<file path="config.mk">
export PLATFORM = sky130hd
export DESIGN_NAME = keypad_entry_ctrl
export DESIGN_NICKNAME = d
export VERILOG_FILES = /design/src/rtl/keypad_entry_ctrl.sv
export SDC_FILE = /design/constraint.sdc
export NUM_CORES = 1
export LEC_CHECK = 0
export ABC_AREA = 1
export CAP_MARGIN = 20
export CORE_AREA = 2 2 72 74
export CTS_CLUSTER_SIZE = 8
export DETAILED_ROUTE_END_ITERATION = 7
export DIE_AREA = 0 0 74 76
export PLACE_DENSITY = 0.76
export SLEW_MARGIN = 0
export SYNTH_ARGS = -nofsm -noshare
export SYNTH_HDL_FRONTEND = slang
export SYNTH_SLANG_ARGS = --single-unit
</file>
<file path="constraint.sdc">
create_clock -name clk -period 1.5 [get_ports clk]
set_input_delay 0.3 -clock clk [delete_from_list [all_inputs] [get_ports clk]]
set_output_delay 0.3 -clock clk [all_outputs]
set_load 0.03 [all_outputs]
</file>
<file path="src/rtl/keypad_entry_ctrl.sv">
// keypad_entry_ctrl
//   Turns debounced keypad codes into a two-operand entry transaction for the
//   calculator datapath. Each physical press is taken exactly once. The key
//   must then be released for RELEASE_CYC consecutive no-key cycles before
//   another press is accepted. Two BCD operands are built up digit by digit.
//   '+' moves from operand A to operand B. '#' completes the entry and strobes
//   op_valid. '*' clears the entry.
//
// Optional feature (compile-time macro KEY_BACKSPACE_EN):
//   When the macro is defined, key C acts as backspace on the operand being
//   entered. When it is not defined, key C is accepted but has no effect.
//
// Parameters:
//   DIGITS       max BCD digits per operand (operand width 4*DIGITS)
//   RELEASE_CYC  consecutive no-key cycles needed to re-arm after a press
//
// Ports:
//   clk          system clock
//   n_reset      asynchronous active-low reset
//   key_code     decoded key: 0-9 digit, A '+', D '*' clear, E '#' enter, F none
//   key_accept   one-cycle pulse after the edge a key is taken
//   operand_a    BCD operand A, least significant digit in [3:0]
//   operand_b    BCD operand B
//   op_valid     one-cycle pulse, aligned with key_accept; operands are final
//   display      operand currently shown (A in S_A, B otherwise)
//   entry_state  00 = S_A, 01 = S_B, 10 = S_DONE
//   digit_cnt    digits entered so far in the operand being edited
module keypad_entry_ctrl #(
    parameter int DIGITS      = 3,
    parameter int RELEASE_CYC = 1024
) (
    input  logic                         clk,
    input  logic                         n_reset,
    input  logic [3:0]                   key_code,
    output logic                         key_accept,
    output logic [4*DIGITS-1:0]          operand_a,
    output logic [4*DIGITS-1:0]          operand_b,
    output logic                         op_valid,
    output logic [4*DIGITS-1:0]          display,
    output logic [1:0]                   entry_state,
    output logic [$clog2(DIGITS+1)-1:0]  digit_cnt
);

    localparam int OW = 4 * DIGITS;
    localparam int CW = $clog2(DIGITS + 1);
    localparam int RW = (RELEASE_CYC > 1) ? $clog2(RELEASE_CYC) : 1;

    localparam logic [CW-1:0] CNT_FULL = CW'(DIGITS);
    localparam logic [RW-1:0] REL_LAST = RW'(RELEASE_CYC - 1);

    localparam logic [3:0] KEY_NONE = 4'hF;
    localparam logic [3:0] KEY_PLUS = 4'hA;
    localparam logic [3:0] KEY_CLR  = 4'hD;
    localparam logic [3:0] KEY_ENT  = 4'hE;
`ifdef KEY_BACKSPACE_EN
    localparam logic [3:0] KEY_BS   = 4'hC;
`endif

    typedef enum logic [1:0] {
        S_A    = 2'b00,
        S_B    = 2'b01,
        S_DONE = 2'b10
    } state_t;

    state_t        state;
    state_t        state_nxt;
    logic          armed;
    logic [RW-1:0] rel_cnt;
    logic          take;
    logic          is_digit;
    logic [OW-1:0] a_nxt;
    logic [OW-1:0] b_nxt;
    logic [CW-1:0] cnt_nxt;

    // New digit enters at the least significant position.
    function automatic logic [OW-1:0] shift_in(input logic [OW-1:0] op,
                                               input logic [3:0]    d);
        shift_in = (op << 4) | OW'(d);
    endfunction

`ifdef KEY_BACKSPACE_EN
    // Drop the least significant digit and fill the top digit with zero.
    function automatic logic [OW-1:0] shift_out(input logic [OW-1:0] op);
        shift_out = op >> 4;
    endfunction
`endif

    assign take     = armed && (key_code != KEY_NONE);
    assign is_digit = (key_code <= 4'd9);

    // Press/release qualification. Any key cycle restarts the release count,
    // so a key that is held down can never re-arm the controller. The count
    // saturates at its last value while the keypad stays idle.
    always_ff @(posedge clk or negedge n_reset) begin
        if (!n_reset) begin
            armed   <= 1'b1;
            rel_cnt <= '0;
        end else if (key_code != KEY_NONE) begin
            rel_cnt <= '0;
            if (take) begin
                armed <= 1'b0;
            end
        end else if (rel_cnt == REL_LAST) begin
            armed <= 1'b1;
        end else begin
            rel_cnt <= rel_cnt + 1'b1;
        end
    end

    // State register
    always_ff @(posedge clk or negedge n_reset) begin
        if (!n_reset) begin
            state <= S_A;
        end else begin
            state <= state_nxt;
        end
    end

    // Next-state logic
    always_comb begin
        state_nxt = state;
        if (take) begin
            if (key_code == KEY_CLR) begin
                state_nxt = S_A;
            end else begin
                case (state)
                    S_A:    if (key_code == KEY_PLUS) state_nxt = S_B;
                    S_B:    if (key_code == KEY_ENT)  state_nxt = S_DONE;
                    S_DONE: if (is_digit)             state_nxt = S_A;
                    default:                          state_nxt = S_A;
                endcase
            end
        end
    end

    // State-derived outputs
    always_comb begin
        entry_state = state;
        display     = (state == S_A) ? operand_a : operand_b;
    end

    // Operand and digit-count update for the accepted key
    always_comb begin
        a_nxt   = operand_a;
        b_nxt   = operand_b;
        cnt_nxt = digit_cnt;
        if (take) begin
            if (key_code == KEY_CLR) begin
                a_nxt   = '0;
                b_nxt   = '0;
                cnt_nxt = '0;
            end else if (is_digit) begin
                if (state == S_DONE) begin
                    // A digit after a completed entry starts a new operand A.
                    a_nxt   = OW'(key_code);
                    b_nxt   = '0;
                    cnt_nxt = CW'(1);
                end else if (digit_cnt < CNT_FULL) begin
                    if (state == S_A) begin
                        a_nxt = shift_in(operand_a, key_code);
                    end else begin
                        b_nxt = shift_in(operand_b, key_code);
                    end
                    cnt_nxt = digit_cnt + 1'b1;
                end
            end else if (key_code == KEY_PLUS && state == S_A) begin
                cnt_nxt = '0;
`ifdef KEY_BACKSPACE_EN
            end else if (key_code == KEY_BS && state != S_DONE &&
                         digit_cnt != '0) begin
                if (state == S_A) begin
                    a_nxt = shift_out(operand_a);
                end else begin
                    b_nxt = shift_out(operand_b);
                end
                cnt_nxt = digit_cnt - 1'b1;
`endif
            end
        end
    end

    // Operand, digit-count and strobe registers
    always_ff @(posedge clk or negedge n_reset) begin
        if (!n_reset) begin
            operand_a  <= '0;
            operand_b  <= '0;
            digit_cnt  <= '0;
            key_accept <= 1'b0;
            op_valid   <= 1'b0;
        end else begin
            operand_a  <= a_nxt;
            operand_b  <= b_nxt;
            digit_cnt  <= cnt_nxt;
            key_accept <= take;
            op_valid   <= take && (key_code == KEY_ENT) && (state == S_B);
        end
    end

endmodule

</file>
==> metrics.md <==
| Metric | Value |
|---|---|
| Status | finished with violations |
| Failing checks | setup timing |
| Row count | 26 |
| Layout area overhead | 47.4% |
| Leading area contributor after synthesis | dfrtp_1 |
| Remaining antenna violation count | 0 |
| Detailed Routing Iterations Pass 1 | 4 |
| Buffers on Ports | 47 |
| RR Endpoint | digit_cnt[0]$_DFFE_PN0P_ |
| Share of flip-flops with an asynchronous set or reset | 1.00 |
| Synth Net Count | 325 |
| Core Box Area | 4910 sq um |
| Worst Max-Slew Pin Slew | 0.316 ns |
| Leak | 1.86 nW |
| Net switching power | 0.887 mW |
| Antenna Cells | 0 |
| Global-route wire length before repair | 10000 microns |
| Post-DP Area | 3040 sq um |
| R2R depth | 10 |
| Critical Path RT | 1.20 ns |
| Seq cells post-synth | 41 |
| Io pins | 48 |
| Vias/cell | 5.01 |
| PD cells | 773 nW/um^2 |
| Register area share after synthesis | 0.442 |
| Non-Filler Instances | 471 |
| Post-Place Cells | 451 |
| Clock Tree Buf Depth | 2 |
| Initial antenna violation count | 0 |
| Cts bufs inserted | 5 |
| Min Clock Period, post-route | 1.72 ns |
| Yosys cell types | 28 |
| CTS tree | yes |
| Worst Setup SP | entry_state[1]$_DFFE_PN0P_ |
| Register clock-pin slew on the reported worst setup and hold paths | 0.08 ns |
| Worst Hold Path Cells | 3 |
| Final Cycle Share | 1.14 |
| Clock skew | 0.00395 ns |
| Worst reg-to-reg setup slack | -0.13 ns |
| Pre-CTS setup slack | -0.290 ns |
| Top-area cell type share of the netlist area | 0.431 |
| Hold crit path type | in -> reg |
| Seq pwr share | 0.455 |
| VDD IR max | 575 uV |
| Final Max Tran Viols | 0 |
| Clk sink count | 41 |
| Post-synth top cells | nand2_1, dfrtp_1, nand3_1, inv_1, nor2_1 |
| Die Ht | 76 microns |
| DRC viols | 0 |
| Starting Density | 0.473 |
| Crit start category | flop |
| Initial drt markers | 255 |
| WL per Instance | 13.6 microns |
| Average cell area after synthesis | 7.33 sq um |
| Vias in the first global route | 2173 |
| Nets | 408 |
| Synthesized area | 2320 sq um |
| Worst-Skew Late Latency | 0.30 ns |
| All-layer global routing usage | 0.228 |
| Mapped Cells | 317 |
| Post-Layout Inst Area | 3430 sq um |
| Vias | 2358 |
| Crit path DAT | 1.42 ns |
| Die Area | 5620 sq um |
| RR Startpoint | entry_state[1]$_DFFE_PN0P_ |
| Width of the chip | 74 microns |
| Top-count cell post-synth | nand2_1 |
| Largest net degree at the start of global routing | 31 |
| Max-slew headroom | 0.788 |
| Min-Delay Startpoint | key_code[1] |
| Int Power | 1.76 mW |
| Hold endpoint | operand_a[1]$_DFFE_PN0P_ |
| Clock root cell | clkbuf_8 |
| Hold Vio Cnt, Final | 0 |
| Final setup viols | 26 |
| Clock Power Share | 0.277 |
| Gr ovfl total | 0 |
| Post-synth EDFFs | 0 |
| Logic pwr share | 0.269 |
| HPWL after detailed placement | 4260 microns |
| Ys Warns | 0 |
| Sw frac | 0.335 |
| Fin worst setup slack | -0.217 ns |
| Placer Congestion | 0.826 |
| F_max | 0.582 GHz |
| Main synth FF type | dfrtp_1 |
| Number of max-cap violations | 0 |
| Worst-path fanout max | 6 |
| Layout cell share with drive strength beyond 1 | 0.294 |
| CP Capture Type | primary output |
| Total wire length | 6420 microns |
| H-tree Lvls | 2 |
| CP Class | reg -> out |
| Unrepaired setup endpoints after global routing | yes |
| Top cells by area, synth | dfrtp_1, nand2_1, nand3_1 |
==> registers in the layout, indices dropped and copies added, names as in the netlist <==
register / cells
operand_a: 12
operand_b: 12
rel_cnt: 10
digit_cnt: 2
entry_state: 2
armed: 1
key_accept: 1
op_valid: 1
==> layer usage <==
| metal | GRT usage | wire length, microns |
|---|---|---|
| met1 | 0.302 | 2700 |
| met2 | 0.371 | 3210 |
| met3 | 0.0450 | 320 |
| met4 | 0.0727 | 192 |
| met5 | 0 | 0 |
==> per-stage QoR <==
| stage | hold WS (ns) | util | TNS, ns | total power [mW] |
|---|---|---|---|---|
| after global placement | 0.206 | 0.618 | -8.89 | 1.84 |
| after detailed placement | 0.204 | 0.618 | -9.92 | 1.86 |
| after global routing | 0.385 | 0.697 | -4.18 | 2.76 |
| after floorplan | 0.00441 | - | 0 | 1.58 |
| after CTS | 0.418 | 0.668 | -2.54 | 2.62 |
| final | 0.352 | 0.697 | -2.53 | 2.65 |
==> cells in the final DEF (no fill, tap or decap), types with 2 or more instances in the layout <==
master,n
nor2_4,6
inv_1,29
nor2_1,29
dfrtp_1,38
clkinv_2,2
nand3_1,36
o21ai_1,2
inv_2,4
nand2_1,93
dfrtp_2,2
buf_12,3
o21ai_4,5
nand4_1,5
dlygate4sd2_1,27
buf_6,19
nand2_4,6
a21oi_1,5
o21ai_0,3
dlymetal6s2s_1,2
clkbuf_8,5
o21ai_2,6
buf_4,28
nor3_1,5
ha_1,2
nand2_2,20
clkdlybuf4s50_1,2
==> area by class of cell <==
class	count	area [sq um]
Fill cell	399	1490
Multi-Input combinational cell	232	1260
Sequential cell	41	1030
Timing Repair Buffer	86	827
Inverter	34	130
Tap cell	70	87.6
Clock buffer	5	68.8
Clock inverter	3	17.5
==> power groups by stage <==
stage / registers (mW) / clock network [mW] / logic, mW
4_1_cts: 1.20 / 0.751 / 0.672
5_1_grt: 1.21 / 0.790 / 0.762
3_5_place_dp: 1.22 / 0 / 0.632
2_1_floorplan: 1.33 / 0 / 0.254
3_3_place_gp: 1.22 / 0 / 0.623
6_report: 1.20 / 0.733 / 0.711
==> logic make-up (layout without fill, tap and decap cells) <==
family,Yosys count,count (layout),share of synthesized area
XOR/XNOR,1,1,0.00377
adder cells (fa/ha/maj),2,2,0.0108
AND/OR/NAND/NOR,204,205,0.391
flip-flops,41,41,0.442
buffers and inverters,45,128,0.0893
AO/OA/AOI/OAI,24,24,0.0630
==> worst max-delay path by stage <==
stage | slack (ns) | depth (start not counted) | end
after global routing | -0.26 | 6 | display[1]
after floorplan | 0.01 | 4 | display[10]
after detailed placement | -0.29 | 8 | operand_b[9]$_DFFE_PN0P_
after CTS | -0.22 | 5 | display[2]
final | -0.22 | 6 | display[1]
after global placement | -0.26 | 8 | entry_state[0]$_DFFE_PN0P_
==> critical path, cell delays in order, from the launching register on <==
cell,delay [ns]
dfrtp_2,0.43
nor2_4,0.13
buf_12,0.14
clkbuf_16,0.15
nand2_4,0.05
o21ai_4,0.07
buf_6,0.15
==> repair_timing <==
action / in CTS / in global routing
gates resized for setup: 72 / 32
pin swaps: 3 / 7
endpoints found under the hold margin: 11 / 0
buffers inserted: 7 / 2
cloned: 2 / 2
setup endpoints to repair: 53 / 46
hold buffers: 1 / 0
(Power assumes the default switching activity.)
